`src/rtl/keypad_scanner_if.sv`:
```
// keypad_scanner_if: matrix keypad pins plus the decoded key outputs.
// master = the scanner, slave = a consumer (matrix model / downstream logic).
interface keypad_scanner_if;
  logic [3:0] key_row;    // active-low rows, pulled up externally
  logic [2:0] key_col;    // active-low columns, one low at a time
  logic [9:0] keypad;     // one-hot held digit
  logic       sharp;      // '#' held
  logic       star;       // '*' held
  logic [3:0] key_code;   // 0-9, 10 = '*', 11 = '#', 15 = none
  logic       key_press;  // one-cycle strobe on a newly accepted key

  modport master (
    input  key_row,
    output key_col, keypad, sharp, star, key_code, key_press
  );

  modport slave (
    output key_row,
    input  key_col, keypad, sharp, star, key_code, key_press
  );
endinterface

```
`src/rtl/keypad_scanner.sv`:
```
// keypad_scanner: active 4x3 matrix scanner with ghost rejection and
// frame-based debounce. Columns are driven low in turn; rows are sampled on
// the last slot of each column. A frame (three columns) yields one code,
// and a code must repeat for DEBOUNCE_FRAMES frames before it is accepted.
// Optional feature macro: KEYPAD_AUTOREPEAT_EN (digit auto-repeat strobes).
module keypad_scanner #(
  parameter int SCAN_DIV        = 1000,
  parameter int DEBOUNCE_FRAMES = 4,
  parameter int REPEAT_FRAMES   = 100
) (
  input  logic             clock,
  input  logic             reset,
  keypad_scanner_if.master kp
);

  localparam int SW = $clog2(SCAN_DIV);
  localparam int CW = $clog2(DEBOUNCE_FRAMES + 1);
  localparam logic [SW-1:0] SLOT_LAST  = SW'(SCAN_DIV - 1);
  localparam logic [CW-1:0] CNT_FULL   = CW'(DEBOUNCE_FRAMES);
  localparam logic [CW-1:0] CNT_ONE    = CW'(1);
  localparam logic [3:0]    CODE_STAR  = 4'd10;
  localparam logic [3:0]    CODE_SHARP = 4'd11;
  localparam logic [3:0]    CODE_NONE  = 4'd15;

  typedef enum logic [1:0] {COL0 = 2'd0, COL1 = 2'd1, COL2 = 2'd2} col_e;

  col_e            col_q, col_d;
  logic [SW-1:0]   slot_q, slot_d;
  logic [2:0]      key_col_q, key_col_d;
  logic [1:0]      hits_q, hits_d;
  logic [3:0]      last_q, last_d;
  logic [3:0]      cand_q, cand_d;
  logic [CW-1:0]   cnt_q, cnt_d;
  logic [3:0]      stable_q, stable_d;
  logic [9:0]      keypad_q;
  logic            sharp_q, star_q, key_press_q;
  logic [3:0]      key_code_q;

  logic            sample_s, frame_end_s, rep_pulse_s;
  logic [2:0]      row_hits_s, hit_sum_s;
  logic [3:0]      row_code_s, frame_code_s;
  logic [1:0]      frame_hits_s;

  // Physical key at (row, column) of the 4x3 matrix.
  function automatic logic [3:0] key_map(input logic [1:0] row, input col_e col);
    logic [3:0] code;
    case (row)
      2'd0, 2'd1, 2'd2: code = 4'({2'b00, row} * 4'd3) + 4'({2'b00, col}) + 4'd1;
      2'd3: begin
        case (col)
          COL0:    code = CODE_STAR;
          COL1:    code = 4'd0;
          COL2:    code = CODE_SHARP;
          default: code = CODE_NONE;
        endcase
      end
      default: code = CODE_NONE;
    endcase
    return code;
  endfunction

  // One-hot level for a digit code; other codes give all zeros.
  function automatic logic [9:0] digit_onehot(input logic [3:0] code);
    logic [9:0] v;
    if (code <= 4'd9) v = 10'd1 << code;
    else              v = 10'd0;
    return v;
  endfunction

  // Column scan FSM: hold each column for SCAN_DIV cycles, sample on the last.
  always_comb begin
    slot_d    = slot_q;
    col_d     = col_q;
    key_col_d = key_col_q;
    sample_s  = (slot_q == SLOT_LAST);
    if (sample_s) begin
      slot_d = {SW{1'b0}};
      case (col_q)
        COL0:    begin col_d = COL1; key_col_d = 3'b101; end
        COL1:    begin col_d = COL2; key_col_d = 3'b011; end
        COL2:    begin col_d = COL0; key_col_d = 3'b110; end
        default: begin col_d = COL0; key_col_d = 3'b110; end
      endcase
    end else begin
      slot_d = slot_q + SW'(1);
    end
    frame_end_s = sample_s && (col_q == COL2);
  end

  // Per-sample row decode and per-frame hit accumulation (saturating at 2).
  always_comb begin
    row_hits_s = 3'd0;
    row_code_s = CODE_NONE;
    for (int r = 0; r < 4; r++) begin
      if (kp.key_row[r] == 1'b0) begin
        row_hits_s = row_hits_s + 3'd1;
        row_code_s = key_map(2'(r), col_q);
      end else begin
        row_hits_s = row_hits_s;
      end
    end
    hit_sum_s    = {1'b0, hits_q} + row_hits_s;
    frame_hits_s = (hit_sum_s >= 3'd2) ? 2'd2 : hit_sum_s[1:0];
    if (frame_hits_s == 2'd1) begin
      frame_code_s = (row_hits_s != 3'd0) ? row_code_s : last_q;
    end else begin
      frame_code_s = CODE_NONE;  // no key, or ghosting / multi-press
    end
    hits_d = hits_q;
    last_d = last_q;
    if (frame_end_s) begin
      hits_d = 2'd0;
      last_d = CODE_NONE;
    end else if (sample_s) begin
      hits_d = frame_hits_s;
      last_d = (row_hits_s != 3'd0) ? row_code_s : last_q;
    end else begin
      hits_d = hits_q;
    end
  end

  // Debounce: accept a candidate once it has been seen DEBOUNCE_FRAMES frames running.
  always_comb begin
    cand_d   = cand_q;
    cnt_d    = cnt_q;
    stable_d = stable_q;
    if (frame_end_s) begin
      if (frame_code_s == cand_q) begin
        cnt_d = (cnt_q >= CNT_FULL) ? CNT_FULL : cnt_q + CW'(1);
      end else begin
        cand_d = frame_code_s;
        cnt_d  = CNT_ONE;
      end
      if ((cnt_d == CNT_FULL) && (cand_d != stable_q)) stable_d = cand_d;
      else                                             stable_d = stable_q;
    end else begin
      stable_d = stable_q;
    end
  end

`ifdef KEYPAD_AUTOREPEAT_EN
  localparam int RW = $clog2(REPEAT_FRAMES + 1);
  localparam logic [RW-1:0] REP_LAST = RW'(REPEAT_FRAMES - 1);
  logic [RW-1:0] rep_cnt_q, rep_cnt_d;
  logic          rep_req_q, rep_req_d;

  // Auto-repeat: count frame ends while a digit stays stable, request a strobe.
  always_comb begin
    rep_cnt_d = rep_cnt_q;
    rep_req_d = 1'b0;
    if (frame_end_s) begin
      if (stable_d != stable_q) begin
        rep_cnt_d = {RW{1'b0}};
      end else if (stable_q <= 4'd9) begin
        if (rep_cnt_q >= REP_LAST) begin
          rep_cnt_d = {RW{1'b0}};
          rep_req_d = 1'b1;
        end else begin
          rep_cnt_d = rep_cnt_q + RW'(1);
        end
      end else begin
        rep_cnt_d = {RW{1'b0}};
      end
    end else begin
      rep_cnt_d = rep_cnt_q;
    end
  end

  // Auto-repeat state register.
  always_ff @(posedge clock) begin
    if (reset) begin
      rep_cnt_q <= {RW{1'b0}};
      rep_req_q <= 1'b0;
    end else begin
      rep_cnt_q <= rep_cnt_d;
      rep_req_q <= rep_req_d;
    end
  end

  assign rep_pulse_s = rep_req_q;
`else
  assign rep_pulse_s = 1'b0;
`endif

  // Scan, accumulator and debounce state registers.
  always_ff @(posedge clock) begin
    if (reset) begin
      col_q     <= COL0;
      slot_q    <= {SW{1'b0}};
      key_col_q <= 3'b110;
      hits_q    <= 2'd0;
      last_q    <= CODE_NONE;
      cand_q    <= CODE_NONE;
      cnt_q     <= {CW{1'b0}};
      stable_q  <= CODE_NONE;
    end else begin
      col_q     <= col_d;
      slot_q    <= slot_d;
      key_col_q <= key_col_d;
      hits_q    <= hits_d;
      last_q    <= last_d;
      cand_q    <= cand_d;
      cnt_q     <= cnt_d;
      stable_q  <= stable_d;
    end
  end

  // Registered decode of the stable key; key_code_q still holds the previous
  // stable value for one cycle, which marks the change for the press strobe.
  always_ff @(posedge clock) begin
    if (reset) begin
      keypad_q    <= 10'd0;
      sharp_q     <= 1'b0;
      star_q      <= 1'b0;
      key_code_q  <= CODE_NONE;
      key_press_q <= 1'b0;
    end else begin
      keypad_q    <= digit_onehot(stable_q);
      sharp_q     <= (stable_q == CODE_SHARP);
      star_q      <= (stable_q == CODE_STAR);
      key_code_q  <= stable_q;
      key_press_q <= ((stable_q != key_code_q) && (stable_q != CODE_NONE)) || rep_pulse_s;
    end
  end

  assign kp.key_col   = key_col_q;
  assign kp.keypad    = keypad_q;
  assign kp.sharp     = sharp_q;
  assign kp.star      = star_q;
  assign kp.key_code  = key_code_q;
  assign kp.key_press = key_press_q;

endmodule

```
`src/flat_wrapper.sv`:
```
// flat-port wrapper written by rule: the top's interface ports become plain ports
module keypad_scanner_flat 
#(
  parameter int SCAN_DIV        = 1000,
  parameter int DEBOUNCE_FRAMES = 4,
  parameter int REPEAT_FRAMES   = 100
)
  (clock, reset, kp_key_row, kp_key_col, kp_keypad, kp_sharp, kp_star, kp_key_code, kp_key_press);
  keypad_scanner_if kp_i ();
  input  logic clock;
  input  logic reset;
  input wire logic [$bits(kp_i.key_row)-1:0] kp_key_row;
  output wire logic [$bits(kp_i.key_col)-1:0] kp_key_col;
  output wire logic [$bits(kp_i.keypad)-1:0] kp_keypad;
  output wire logic [$bits(kp_i.sharp)-1:0] kp_sharp;
  output wire logic [$bits(kp_i.star)-1:0] kp_star;
  output wire logic [$bits(kp_i.key_code)-1:0] kp_key_code;
  output wire logic [$bits(kp_i.key_press)-1:0] kp_key_press;
  assign kp_i.key_row = kp_key_row;
  assign kp_key_col = kp_i.key_col;
  assign kp_keypad = kp_i.keypad;
  assign kp_sharp = kp_i.sharp;
  assign kp_star = kp_i.star;
  assign kp_key_code = kp_i.key_code;
  assign kp_key_press = kp_i.key_press;
  keypad_scanner #(.SCAN_DIV(SCAN_DIV), .DEBOUNCE_FRAMES(DEBOUNCE_FRAMES), .REPEAT_FRAMES(REPEAT_FRAMES)) u_core (.clock(clock), .reset(reset), .kp(kp_i));
endmodule
```
`config.mk`:
```
export PLATFORM = sky130hd
export DESIGN_NAME = keypad_scanner_flat
export DESIGN_NICKNAME = d
export VERILOG_FILES = /design/src/rtl/keypad_scanner_if.sv /design/src/rtl/keypad_scanner.sv /design/src/flat_wrapper.sv
export SDC_FILE = /design/constraint.sdc
export NUM_CORES = 1
export LEC_CHECK = 0
export CORE_UTILIZATION = 59
export CTS_BUF_LIST = sky130_fd_sc_hd__clkbuf_8
export DETAILED_ROUTE_END_ITERATION = 16
export GPL_TIMING_DRIVEN = 1
export PLACE_DENSITY_LB_ADDON = 0.08
export SLEW_MARGIN = 10
export SYNTH_ARGS = -nofsm -noshare
export SYNTH_HDL_FRONTEND = slang
export SYNTH_SLANG_ARGS = --single-unit
```
`constraint.sdc`:
```
create_clock -name clock -period 5.52 [get_ports clock]
set_input_delay 1.104 -clock clock [delete_from_list [all_inputs] [get_ports clock]]
set_output_delay 1.104 -clock clock [all_outputs]
set_load 0.005 [all_outputs]
```
After elaboration in Yosys (flattened, before gate mapping). Index checks and enable logic that the tools add are counted.

$add $sub $neg: 11. Multipliers: 0. Div/mod/pow operators: 0. Magnitude comparators: 3. Eq/ne operators: 11. Shifts and indexed selects: 1. Muxes and demuxes: 19. Bitwise operators: 1. Reduce and logical (&&, ||, !) cells: 9.

Operators with widths (count): $mux W4 (8); $mux W3 (6); $pmux W4 S3 (1); $add A10 B1 Y10 const B (1); $eq A10 B10 Y1 const B (1); $shl A1 B4 Y10 const A (1); $add A3 B1 Y3 const B (3); $add A4 B1 Y4 const B (2); $eq A4 B4 Y1 const B (2); $ne A4 B4 Y1 (2); $pmux W3 S2 (1); $reduce_or A2 Y1 (3); $add A3 B2 Y4 const A (1); $eq A2 B1 Y1 const B (2); $eq A4 B4 Y1 (1); $le A4 B4 Y1 const B (1); $ne A4 B4 Y1 const B (1); $pmux W2 S2 (1); $add A2 B1 Y3 const B (1); $add A2 B2 Y3 const A (1); $add A2 B3 Y3 (1); $eq A3 B3 Y1 const B (1); $ge A3 B2 Y1 const B (1); $ge A3 B3 Y1 const B (1); other kinds (9) (11).

Register bits: 49. Latch bits: 0. Memory bits (writable): 0. Memory bits (read-only): 0. Logic and storage cells: 68. Memories kept: 0.

Depth between registers and ports, before layout.
Depth in word-level cells: 18. Gate-level depth with buffers: 16. Depth with buffers taken out: 15.

Worst setup path before layout. Ideal clock, no wire load.

Path kind: input-to-reg. Start point: input kp_key_row[1]. End point: register u_core.stable_q[0]. Arrival: 4.300 ns. Required time: 5.399 ns. Slack: 1.099 ns. Stages on the path: 15. Buffers on the path: 1. Cell sequence: inv_1 > ha_1 > xnor2_1 > ha_1 > nand2b_1 > o31ai_2 > fa_1 > xnor3_1 > nand3_1 > buf_1 > a31oi_1 > a21oi_1 > a211oi_2 > nor4_4 > mux2_2.

Longest elaborated chain between the ends: 16. Elaborated cells between the ends (all ways): 24.

RTL lines: from (decl) (line flat_wrapper.sv:12) `input wire logic [$bits(kp_i.key_row)-1:0] kp_key_row;`; $mux W3 (line keypad_scanner.sv:95) `if (kp.key_row[r] == 1'b0) begin`; $add A3 B1 Y3 (line keypad_scanner.sv:96) `row_hits_s = row_hits_s + 3'd1;`; $mux W3 (line keypad_scanner.sv:95); $add A3 B1 Y3 (line keypad_scanner.sv:96); $mux W3 (line keypad_scanner.sv:95); $add A2 B3 Y3 (line keypad_scanner.sv:102) `hit_sum_s = {1'b0, hits_q} + row_hits_s;`; $ge A3 B2 Y1 (line keypad_scanner.sv:103) `frame_hits_s = (hit_sum_s >= 3'd2) ? 2'd2 : hit_sum_s[1:0];`; $mux W2 (line keypad_scanner.sv:103); $eq A2 B1 Y1 (line keypad_scanner.sv:104) `if (frame_hits_s == 2'd1) begin`; $mux W4 (*) (line keypad_scanner.sv:104); $eq A4 B4 Y1 (line keypad_scanner.sv:128) `if (frame_code_s == cand_q) begin`; $mux W4 / $mux W3 (equally long branches) (line keypad_scanner.sv:128); $mux W4 / $mux W3 (equally long branches) (line keypad_scanner.sv:127) `if (frame_end_s) begin`; $ne A4 B4 Y1 / $eq A3 B3 Y1 (equally long branches) (line keypad_scanner.sv:134) `if ((cnt_d == CNT_FULL) && (cand_d != stable_q)) stable_d = cand_d;`; $logic_and A1 B1 Y1 (line keypad_scanner.sv:134); $reduce_and A2 Y1 (no line); to (signal assigned) (line keypad_scanner.sv:204) `stable_q <= stable_d;`; to (decl) (line keypad_scanner.sv:34) `logic [3:0] stable_q, stable_d;`.

Every way passes the cells marked *; elsewhere a longest branch is shown, timed or not. The select of a mux whose other input is x is not followed. A chain may end at the register's enable or synchronous reset.

Worst setup path after layout.
Start point: input kp_key_row[0]. End point: register u_core.stable_q[1].

Longest elaborated chain between the ends: 18. Elaborated cells between the ends (all ways): 27.

RTL lines (line): $mux W1 (keypad_scanner.sv:95); $add A1 B1 Y2 (keypad_scanner.sv:96); $mux W3 (keypad_scanner.sv:95); $add A3 B1 Y3 (keypad_scanner.sv:96); $mux W3 (keypad_scanner.sv:95); $add A3 B1 Y3 (keypad_scanner.sv:96); $mux W3 (keypad_scanner.sv:95); $add A2 B3 Y3 (keypad_scanner.sv:102); [2 not listed]; $eq A2 B1 Y1 (keypad_scanner.sv:104); $mux W4 (*) (keypad_scanner.sv:104); $eq A4 B4 Y1 (keypad_scanner.sv:128); $mux W4 / $mux W3 (equally long branches) (keypad_scanner.sv:128); $mux W4 / $mux W3 (equally long branches) (keypad_scanner.sv:127); $ne A4 B4 Y1 / $eq A3 B3 Y1 (equally long branches) (keypad_scanner.sv:134); $logic_and A1 B1 Y1 (keypad_scanner.sv:134); $reduce_and A2 Y1 (no line).

Marks and branches as above.

==> reports/metrics.yaml <==
cells_and_area:
  nNetsFinal: 326
  final_cell_mix: "dfxtp_1, nor2_1, clkdlybuf4s50_1"
  diodes: 0
  fillCellCount: 322
  final_common_cell: "dfxtp_1"
  area_delta_synth_final_pct: 14.53
  fin_cells: 356
  drive_gt1_frac: 0.1013
logic_synthesis:
  synth_xor_area_frac: 0.06448
  ys_types: 48
  syn-instance-count: 283
  synth_edf_count: 0
  syn_area_um2: 2522
  synth_compound_area_frac: 0.1305
  ys_ff_latch: 49
  ys_async_sr_fraction: 0
  ys_warn_count: 0
  synthAdderAreaFrac: 0.07738
  synth-main-ff-cell: "dfxtp_1"
  synth.mux.area_fraction: 0.03423
  synth_simple_gate_area_share: 0.2569
  seq_area_frac_synth: 0.3889
  synth_fp_nets: 304
  avgSynthCellArea_um2: 8.913
  synth_top_family_by_area: "simple AND/OR/NAND/NOR gates"
sta:
  post-route-period-util: 0.8827
  rsz0062_at_grt: "no"
  clock.fmax_ghz: 0.2052
  finalHoldViolations: 0
  skew_ns: 0.007864
  setup_viol: 0
  tns_ns: 0
  slew_headroom: 0.5950
  finalCriticalPeriod_ns: 4.872
  tightest_slew_ns: 0.6052
  hold_slack_ns: 0.4603
  slew_viol_final: 0
clock_tree:
  clockRootBuffer: "clkbuf_8"
  insertion_delay_ns: 0.31
  cts_tree: "yes"
  numClockSinks: 49
  post_cts_buffers: 0
  clkTransAtPathRegs_ns: 0.10
  cts-buffers-inserted: 5
  cts_hold_buffers: 0
  cts_htree_levels: 2
  clk_path_buf_depth: 2
  cts_resized: 0
detailed_routing:
  final_antenna_net_count: 0
  routed_wirelength_mm: 4.690
  drtIter0Drc: 120
  viasPerCell: 5.503
  dr.pass1.iters: 4
  vias: 1959
  wire_per_inst_um: 13.17
  drc: 0
die:
  fp-row-count: 23
  fp.coreArea_um2: 4058
  initial_core_util: 0.6216
  ios: 26
  die-width_um: 67.39
  die_h_um: 67.39
  die-area_um2: 4541
placement:
  gp_congestion: 0.8921
  place_inst: 348
  dp_hpwl_mm: 3.489
  portBuffers: 25
setup_path:
  crit_chain: "clkdlybuf4s50_1 -> inv_1 -> ha_1 -> xnor2_1 -> ha_1 -> nand2b_1 -> o31ai_2 -> fa_1 -> xnor3_1 -> nand3_1 -> buf_4 -> a31oi_1 -> a21oi_1 -> a311oi_2 -> nor4_4 -> mux2_2"
  r2r-start: "u_core.col_q[0]"
  cp_data_required_time_ns: 5.73
  cp-startpoint: "kp_key_row[0]"
  start_kind: "input port"
  crit_type: "input port to flip-flop"
  end_kind: "flip-flop"
  crit_fanout: 10
  reg2reg_slack_ns: 2.22
  timing.critical_path.buf_inv: 3
  cp_slowest_cell: "clkdlybuf4s50_1"
  path_common_cell: "ha_1"
  arrival_ns: 5.08
  r2r_end: "u_core.stable_q[1]"
  crit_family: "adder cells"
  slowest_delay_ns: 0.54
  r2r_cells: 10
power:
  pwr_density_cell_nw_per_um2: 228.4
  ir_drop_uv: 202.4
  p_leak_uw: 0.001077
worst_hold_path:
  worstHoldPathCells: 1
  hold_path.class: "flip-flop to flip-flop"
  min-delay-start: "u_core.slot_q[0]"
  min_to: "u_core.slot_q[0]"
global_routing:
  track_usage: 0.2305
  grt_pass1_wl_mm: 7.907
  antenna_found_initial: 0
  grt_pass1_vias: 1701
  grt-ovfl-total: 0
  grt_max_degree: 32
status:
  status: "finished clean"
run:
  maxCapViolCount: 0
## cells in the mapped netlist (2+ instances only)
library cell	count	share of area
mux2i_1	3	0.012
and2_1	3	0.0074
nor3_1	14	0.028
xor2_1	7	0.024
nor3b_1	3	0.0089
nor2b_1	3	0.0074
nand4_1	2	0.0050
or3_1	7	0.017
buf_4	2	0.0060
nand3_1	5	0.0099
a211o_1	3	0.010
o21ai_0	4	0.0079
a211oi_1	2	0.0060
nand2b_1	17	0.042
dfxtp_1	49	0.39
nor2_1	38	0.057
a31oi_1	3	0.0074
or2_2	6	0.015
o22ai_1	8	0.020
ha_1	14	0.069
inv_1	15	0.022
xnor2_1	9	0.031
a21oi_1	14	0.028
nand3b_1	2	0.0060
nand2_1	15	0.022
clkbuf_1	9	0.013
mux2_2	5	0.022
## registers in the layout, summed over array words and instances (netlist names)
name	count
u_core.kp.key_col	3
u_core.kp.sharp	1
u_core.kp.star	1
u_core.stable_q	4
u_core.last_q	4
u_core.cand_q	4
u_core.slot_q	10
u_core.kp.key_press	1
u_core.cnt_q	3
u_core.hits_q	2
u_core.kp.keypad	10
u_core.col_q	2
u_core.kp.key_code	4
## cell families after synthesis
kind of cell    count (synthesis)
compound gates                 44
buf+inv                        28
mux                             8
fa+ha+maj                      15
xor+xnor                       17
flops                          49
simple gates                  122
## cell type report
cell class | count | area (um2) | share of cell area
clock buffer | 5 | 68.82 | 0.02382
tap | 50 | 62.56 | 0.02165
sequential | 49 | 980.9 | 0.3395
inverter | 15 | 56.30 | 0.01949
timing repair buffer | 28 | 272.8 | 0.09441
multi-input combinational | 206 | 1421 | 0.4920
clock inverter | 3 | 26.28 | 0.009095
## stage by stage
| stage | area [um2] | total power [uW] | utilization | setup WS, ns |
|---|---|---|---|---|
| after floorplan | 2522 | 431.5 | - | 1.099 |
| after global placement | 2794 | 446.5 | 0.6886 | 0.4177 |
| after detailed placement | 2794 | 448.1 | 0.6886 | 0.3271 |
| after CTS | 2889 | 664.0 | 0.7120 | 0.6325 |
| after global routing | 2889 | 690.0 | 0.7120 | 0.4091 |
| final | 2889 | 659.8 | 0.7120 | 0.6477 |
## power by group
group          switching, uW  total, uW  internal [uW]
Sequential              1.21        356            355
Clock                    127        219           92.2
Combinational           49.1       84.3           35.2
Total                    177        660            482
## layer usage
| layer | share of wire | vias to the layer above | GRT usage |
|---|---|---|---|
| li1 | - | 1003 | - |
| met1 | 0.47 | 903 | 0.3198 |
| met2 | 0.47 | 50 | 0.3575 |
| met3 | 0.056 | 3 | 0.05574 |
| met4 | 0.0045 | 0 | 0.05585 |
| met5 | 0 | - | 0 |
## how the worst max path moves through the flow
stage	end	cells after the start
after floorplan	u_core.stable_q[0]	15
after global placement	u_core.stable_q[1]	16
after detailed placement	u_core.stable_q[1]	16
after CTS	u_core.stable_q[1]	16
after global routing	u_core.stable_q[0]	13
final	u_core.stable_q[1]	16
No activity file was read; power rests on OpenSTA's default activity.
